### config.mk
export PLATFORM = sky130hd
export DESIGN_NAME = cpu_sequencer
export DESIGN_NICKNAME = d
export VERILOG_FILES = /design/src/rtl/cpu_pkg.sv /design/src/rtl/onehot_dec.sv /design/src/rtl/cpu_sequencer.sv
export SDC_FILE = /design/constraint.sdc
export NUM_CORES = 1
export LEC_CHECK = 0
export CAP_MARGIN = 30
export CORE_UTILIZATION = 40
export CTS_CLUSTER_DIAMETER = 80
export DETAILED_ROUTE_END_ITERATION = 10
export PLACE_DENSITY = 0.87
export SYNTH_ARGS = -nofsm -noshare
export SYNTH_HDL_FRONTEND = slang
export SYNTH_SLANG_ARGS = --single-unit
### constraint.sdc
create_clock -name clk -period 1.9 [get_ports clk]
set_input_delay 0.38 -clock clk [delete_from_list [all_inputs] [get_ports clk]]
set_output_delay 0.38 -clock clk [all_outputs]
set_load 0.02 [all_outputs]
### src/rtl/cpu_pkg.sv
// Shared opcode, FSM state and ALU code definitions
// for the cpu_sequencer control unit.
package cpu_pkg;

  localparam int unsigned OP_LOAD = 0;
  localparam int unsigned OP_MOVE = 1;
  localparam int unsigned OP_ADD  = 2;
  localparam int unsigned OP_XOR  = 3;
  localparam int unsigned OP_SUB  = 4;
  localparam int unsigned OP_AND  = 5;

  typedef enum logic [2:0] {
    S_IDLE = 3'd0,
    S_LOAD = 3'd1,
    S_MOVE = 3'd2,
    S_ALU1 = 3'd3,
    S_ALU2 = 3'd4,
    S_ALU3 = 3'd5,
    S_ILL  = 3'd6
  } state_e;

  typedef enum logic [1:0] {
    ALU_ADD = 2'b00,
    ALU_SUB = 2'b01,
    ALU_XOR = 2'b10,
    ALU_AND = 2'b11
  } alu_op_e;

  function automatic logic is_alu(
    input int unsigned op
  );
    return (op >= OP_ADD) && (op <= OP_AND);
  endfunction

  function automatic state_e issue_state(
    input int unsigned op,
    input logic        alu_en
  );
    if (op == OP_LOAD) return S_LOAD;
    if (op == OP_MOVE) return S_MOVE;
    if (alu_en && is_alu(op)) return S_ALU1;
    return S_ILL;
  endfunction

  function automatic alu_op_e alu_code(
    input int unsigned op
  );
    case (op)
      OP_SUB:  return ALU_SUB;
      OP_XOR:  return ALU_XOR;
      OP_AND:  return ALU_AND;
      default: return ALU_ADD;
    endcase
  endfunction

endpackage

### src/rtl/onehot_dec.sv
// Index to one-hot decoder with enable;
// all-zero output while disabled.
module onehot_dec #(
  parameter int ARG_SIZE = 3
) (
  input  logic [ARG_SIZE-1:0]      idx_i,
  input  logic                     en_i,
  output logic [2**ARG_SIZE-1:0]   onehot_o
);

  always_comb begin
    onehot_o = '0;
    if (en_i) onehot_o[idx_i] = 1'b1;
  end

endmodule

### src/rtl/cpu_sequencer.sv
// Multi-cycle register-transfer sequencer: latches one
// instruction and steps the bus/ALU enables for it.
module cpu_sequencer
  import cpu_pkg::*;
#(
  parameter int OP_SIZE  = 4,
  parameter int ARG_SIZE = 3,
  parameter int ALU_EN   = 1
) (
  input  logic                            clk,
  input  logic                            rst,
  input  logic [OP_SIZE+2*ARG_SIZE-1:0]   instr,
  input  logic                            instr_valid,
  output logic                            instr_ready,
  output logic [2**ARG_SIZE-1:0]          reg_en,
  output logic [2**ARG_SIZE-1:0]          reg_tri,
  output logic                            ext_tri,
  output logic                            alu_tri,
  output logic                            alu_a_en,
  output logic                            alu_g_en,
  output logic [1:0]                      alu_op,
  output logic                            done,
  output logic                            pc_written,
  output logic                            illegal
);

  localparam int NREG = 2**ARG_SIZE;
  localparam int IW   = OP_SIZE + 2*ARG_SIZE;
  localparam logic [ARG_SIZE-1:0] PC_IDX =
    ARG_SIZE'(NREG-1);

  state_e              state_q, state_d;
  logic [IW-1:0]       instr_q, instr_d;
  logic                accept;
  logic [OP_SIZE-1:0]  op_in, op_q;
  logic [ARG_SIZE-1:0] x_q, y_q;
  logic [NREG-1:0]     x_oh, y_oh;

  logic st_load, st_move, st_ill;
  logic st_alu1, st_alu2, st_alu3;
  logic retire;

  assign op_in = instr[IW-1 -: OP_SIZE];
  assign op_q  = instr_q[IW-1 -: OP_SIZE];
  assign x_q   = instr_q[2*ARG_SIZE-1 -: ARG_SIZE];
  assign y_q   = instr_q[ARG_SIZE-1:0];

  // Ready is the only output that looks at rst directly.
  assign instr_ready = rst
                     & (state_q != S_ALU1)
                     & (state_q != S_ALU2);
  assign accept = instr_valid & instr_ready;

  always_comb begin
    state_d = S_IDLE;
    instr_d = instr_q;
    if (accept) begin
      instr_d = instr;
      state_d = issue_state(32'(op_in), ALU_EN != 0);
    end else if (state_q == S_ALU1) begin
      state_d = S_ALU2;
    end else if (state_q == S_ALU2) begin
      state_d = S_ALU3;
    end
  end

  always_ff @(posedge clk or negedge rst) begin
    if (!rst) begin
      state_q <= S_IDLE;
      instr_q <= '0;
    end else begin
      state_q <= state_d;
      instr_q <= instr_d;
    end
  end

  assign st_load = (state_q == S_LOAD);
  assign st_move = (state_q == S_MOVE);
  assign st_alu1 = (state_q == S_ALU1);
  assign st_alu2 = (state_q == S_ALU2);
  assign st_alu3 = (state_q == S_ALU3);
  assign st_ill  = (state_q == S_ILL);
  assign retire  = st_load | st_move | st_alu3;

  onehot_dec #(
    .ARG_SIZE (ARG_SIZE)
  ) u_dec_x (
    .idx_i    (x_q),
    .en_i     (retire | st_alu1),
    .onehot_o (x_oh)
  );

  onehot_dec #(
    .ARG_SIZE (ARG_SIZE)
  ) u_dec_y (
    .idx_i    (y_q),
    .en_i     (st_move | st_alu2),
    .onehot_o (y_oh)
  );

  always_comb begin
    reg_en   = '0;
    reg_tri  = '0;
    ext_tri  = 1'b0;
    alu_tri  = 1'b0;
    alu_a_en = 1'b0;
    alu_g_en = 1'b0;
    alu_op   = ALU_ADD;
    illegal  = 1'b0;
    unique case (1'b1)
      st_load: begin
        reg_en  = x_oh;
        ext_tri = 1'b1;
      end
      st_move: begin
        reg_en  = x_oh;
        reg_tri = y_oh;
      end
      st_alu1: begin
        reg_tri  = x_oh;
        alu_a_en = 1'b1;
      end
      st_alu2: begin
        reg_tri  = y_oh;
        alu_g_en = 1'b1;
        alu_op   = alu_code(32'(op_q));
      end
      st_alu3: begin
        alu_tri = 1'b1;
        reg_en  = x_oh;
      end
      st_ill:  illegal = 1'b1;
      default: ;
    endcase
    done       = retire & (x_q != PC_IDX);
    pc_written = retire & (x_q == PC_IDX);
  end

endmodule

# Word level (Yosys, flattened, before mapping)

Cells that the tools add are included.

Bits in registers: 13
Input bits: 13
Output and inout port bits: 26
Word-level logic and storage cells: 70

Order comparisons: 6
Equality and inequality tests: 14
Muxes and demuxes: 33
Bitwise gates (word level): 9
Reduce and logical (&&, ||, !) cells: 6

Operator list:

| operator                                                          | count |
|---|---|
| two-way mux 3 bit                                                 | 9 |
| two-way mux 8 bit                                                 | 3 |
| two-way mux 1 bit                                                 | 16 |
| one-hot mux 8 bit (2 select lines)                                | 1 |
| equality test 3 bit, second input constant                        | 4 |
| equality test 4 x 3 -> 1 bit, second input constant               | 2 |
| less-than comparator 3 x 4 -> 1 bit, second input constant        | 2 |
| demux 1 bit (select 3 bit)                                        | 2 |
| equality test 3 x 2 -> 1 bit, second input constant               | 2 |
| greater-or-equal comparator 3 x 1 -> 1 bit, second input constant | 2 |
| inequality test 3 bit, second input constant                      | 2 |
| one-hot mux 2 bit (3 select lines)                                | 1 |
| bitwise AND 1 bit                                                 | 5 |
| equality test 4 x 1 -> 1 bit, second input constant               | 1 |
| equality test 4 x 2 -> 1 bit, second input constant               | 1 |
| greater-or-equal comparator 4 x 2 -> 1 bit, second input constant | 1 |
| less-or-equal comparator 4 x 3 -> 1 bit, second input constant    | 1 |
| zero test 4 bit                                                   | 1 |
| bitwise OR 1 bit                                                  | 4 |
| equality test 3 x 1 -> 1 bit, second input constant               | 1 |
| logical AND 1 bit                                                 | 3 |
| inequality test 3 x 2 -> 1 bit, second input constant             | 1 |
| OR reduction 3 bit                                                | 1 |
| two-way mux 2 bit                                                 | 1 |
| OR reduction 2 bit                                                | 1 |

# Longest topological paths before layout

Depth in word-level cells: 14
Depth in mapped cells: 6
Depth with buffers taken out: 5

# Hierarchy

From an unflattened synthesis, not the netlist that was laid out.

Cells, all modules: 86
Area total of the unflattened synthesis: 962.2 µm²

Modules (own cells, without submodules):

| module        | times used | cells an instance | area each (µm²) | seq. area each (µm²) |
|---|---|---|---|---|
| cpu_sequencer | 1          | 70                | 772.0           | 325.3 |
| onehot_dec    | 2          | 8                 | 95.1            | 0.0 |

# Least setup slack after synthesis

Ideal clock, no wire load.

Kind: reg-to-output
Start: reg state_q[2]
End: out reg_tri[0]
Arrival time: 1.467 ns
Required time: 1.520 ns
Path slack: 0.053 ns
Stages on the path, launching flop included: 5
Path buffers: 1
Cells stage by stage: dfrtp_1 and3b_1 buf_6 nand2b_1 o32ai_1

Longest elaborated chain between the ends: 6
Elaborated cells on any way between the ends: 13
Those cells by class: eq/ne (5); mux (3); bitwise (4); reduce/logical (1)

RTL lines:

| item                                                                                | RTL line                                 | text |
|---|---|---|
| from (decl)                                                                         | cpu_sequencer.sv:32                      | `state_e state_q, state_d;` |
| from (signal assigned)                                                              | cpu_sequencer.sv:72                      | `state_q <= state_d;` |
| equality test 3 x 1 -> 1 bit / equality test 3 x 2 -> 1 bit (equally long branches) | cpu_sequencer.sv:77, cpu_sequencer.sv:78 |  |
| bitwise OR 1 bit (2 in a row)                                                       | cpu_sequencer.sv:83                      | `assign retire = st_load \| st_move \| st_alu3;` |
| bitwise OR 1 bit                                                                    | cpu_sequencer.sv:89                      | `.en_i (retire \| st_alu1),` |
| two-way mux 8 bit                                                                   | onehot_dec.sv:13                         | `if (en_i) onehot_o[idx_i] = 1'b1;` |
| one-hot mux 8 bit (2 select lines) (*)                                              | cpu_sequencer.sv:110                     | `unique case (1'b1)` |
| to (decl)                                                                           | cpu_sequencer.sv:16                      | `output logic [2**ARG_SIZE-1:0] reg_tri,` |

Mark *: on every way between the ends. The rest lies on a longest branch, timed or not.

# Worst setup path in the final report

Ends and elaborated chain as after synthesis.

==> metrics.cfg <==
[timing]
rsz0062_at_grt = true
setup_tns_ns = -0.488
finClkSkew_ns = 0.000265
min_period_ns = 2.01
tightest_slew_ns = 0.322
whs_ns = 0.484
hold_viol = 0
setup_viol = 8
finalMaxSlewViolations = 0
slew-limit-headroom = 0.785
clock.fmax_ghz = 0.497
setup_ws_ns = -0.113
timing.final.crit_share = 1.06

[floorplanning]
die_area_mm2 = 0.00230
die_w_um = 47.9
die_h_um = 47.9
core_area_mm2 = 0.00196
io_pins = 39
initial_utilization = 0.430
rows = 16

[clocking]
worstSkewPairLatency_ns = 0.27
cts_buffer_depth = 2
htree_levels = 1
clk_pin_slew_ns = 0.07
cts_sinks = 13
hold_buffers = 0
cts_tree = built
clockRootBuffer = clkbuf_4
cts_buffers = 3

[logic_synthesis]
yosys.area.top_type = dfrtp_1
ys.warnings.count = 0
netlist_instances = 88
ys_top_cells_by_area = dfrtp_1, mux2_4, nor2_1, nand2b_1, o22ai_1
synth_seq_cells = 13
synth_top_area_frac = 0.386
yosysSeqAreaShare = 0.386
syn_avg_cell_area_um2 = 9.58
syn-num-nets = 101
synth_area_um2 = 843
yosysUniqueCellTypes = 28

[critical_path]
reg2reg_depth = 6
end_kind = primary output
start_kind = register
reg2reg_slack_ns = 0.06
crit_path_max_fanout = 4
required_ns = 1.52
critPathLaunch = state_q[2]
crit_end = reg_tri[0]
worstSetupPathType = register to primary output
arrival_ns = 1.63
timing.rr.end = instr_q[7]
worstReg2RegStart = state_q[2]

[global_routing]
antenna_found_initial = 0
grt_max_degree = 15
grt_pass1_vias = 843
overflow = 0
grt_pass1_wl_um = 3420
track_usage = 0.220

[detailed_routing]
drt_iter0_drc = 13
vias = 956
routedWlPerCell_um = 18.0
ant_nets = 0
first_pass_iters = 4
drc = 0
routed_wl_um = 3130
drt-vias-per-instance = 5.49

[place]
io_buffers = 38
placed_cell_area_mm2 = 0.00138
place.gp.congestion = 0.781
dpl.hpwl_um = 1840

[layout]
multi_input_area_um2 = 593
final_cell_mix = buf_4, clkdlybuf4s50_1, dfrtp_1
layout_commonest_cell = buf_4
fin_nets = 161
layout-drive-gt1-share = 0.578
fillCellCount = 149
final_cell_area_mm2 = 0.00147
antenna_cells = 0
area_growth_pct = 73.9
seq_area_um2 = 327

[power_and_ir_drop]
total_power_mw = 2.24
power_frac_comb = 0.661
power.density_mw_per_mm2 = 1530
sequentialPowerShare = 0.265
ir_drop_uv = 862
switching_share = 0.455
p_int_mw = 1.22
clkPwrFrac = 0.073
p_switching_mw = 1.02
leakage_nw = 0.682

[status]
outcome = finished, violations left
failed_checks = setup timing

[hold_path]
hp-class = primary input to async pin

[flow_run]
maxCapViolations = 0

layout make-up:
class / instances / area share
Multi-Input combinational cell: 68 / 0.404
Tap cell: 27 / 0.0230
Sequential cell: 13 / 0.223
Inverter: 3 / 0.00768
Clock buffer: 4 / 0.0179
Timing Repair Buffer: 59 / 0.324
synthesized netlist by cell type (all sizes together):
master and n:
nor3b 2, nor2 12, and2 1, nand3 3
nor4b 1, nand4 1, buf 2, a31o 1
nor3 5, xor2 2, mux2 10, nand2b 5
and3b 1, o32ai 2, o22ai 5, nand2 7
nor2b 2, and3 1, a21boi 1, inv 3
dfrtp 13, or2 1, a21oi 1, o21bai 1
o21ai 3, clkbuf 2
worst min-delay path by stage:
stage / end / slack [ns] / startpoint
after global routing: state_q[0] / 0.48 / rst
after global placement: instr_q[6] / 0.51 / instr_q[6]
final: instr_q[4] / 0.48 / rst
after detailed placement: instr_q[6] / 0.50 / instr_q[6]
after CTS: instr_q[4] / 0.46 / rst
after floorplan: instr_q[0] / 0.08 / rst
layer usage:
| layer | global-route usage | share of wire |
|---|---|---|
| met5 | 0 | 0 |
| met2 | 0.395 | 0.54 |
| met1 | 0.233 | 0.40 |
| met4 | 0.156 | 0.026 |
| met3 | 0.0340 | 0.034 |
stage by stage:
step | utilization | instances | worst slack [ns]
floorplan | - | 88 | 0.0533
global placement | 0.701 | 167 | -0.235
detailed placement | 0.701 | 167 | -0.231
CTS | 0.712 | 172 | -0.134
global route | 0.747 | 174 | -0.164
finish | 0.747 | 174 | -0.113
power by group through the flow:
stage                     Sequential, mW  Combinational (mW)  Clock [mW]
after detailed placement           0.551                1.28           0
final                              0.594                1.48       0.164
after global placement             0.542                1.23           0
after floorplan                    0.502               0.731           0
after global routing               0.608                1.56       0.182
after CTS                          0.548                1.26       0.176
worst max-delay path, cell delays in order (launching register included):
cell	delay, ns
dfrtp_1	0.45
buf_4	0.17
xor2_4	0.18
nand3_2	0.15
buf_6	0.15
o32ai_2	0.08
buf_4	0.18
sequential cells by signal, summed over array words and instances, names as in the netlist:
name / count
instr_q: 10
state_q: 3
cells by family after synthesis:
family | after synthesis | synth area share
and+or+nand+nor | 42 | 0.266
DFF | 13 | 0.386
AOI/OAI and AO/OA | 14 | 0.110
muxes | 10 | 0.169
buffers and inverters | 7 | 0.0490
xor gates and xnor gates | 2 | 0.0208
timing repair:
item / 4_1_cts / 5_1_grt
setup buffers: 1 / 2
endpoints found under the setup margin: 26 / 24
pin swaps: 1 / 6
gates cloned: 0 / 0
resized for setup: 95 / 58
(Power assumes the default switching activity.)
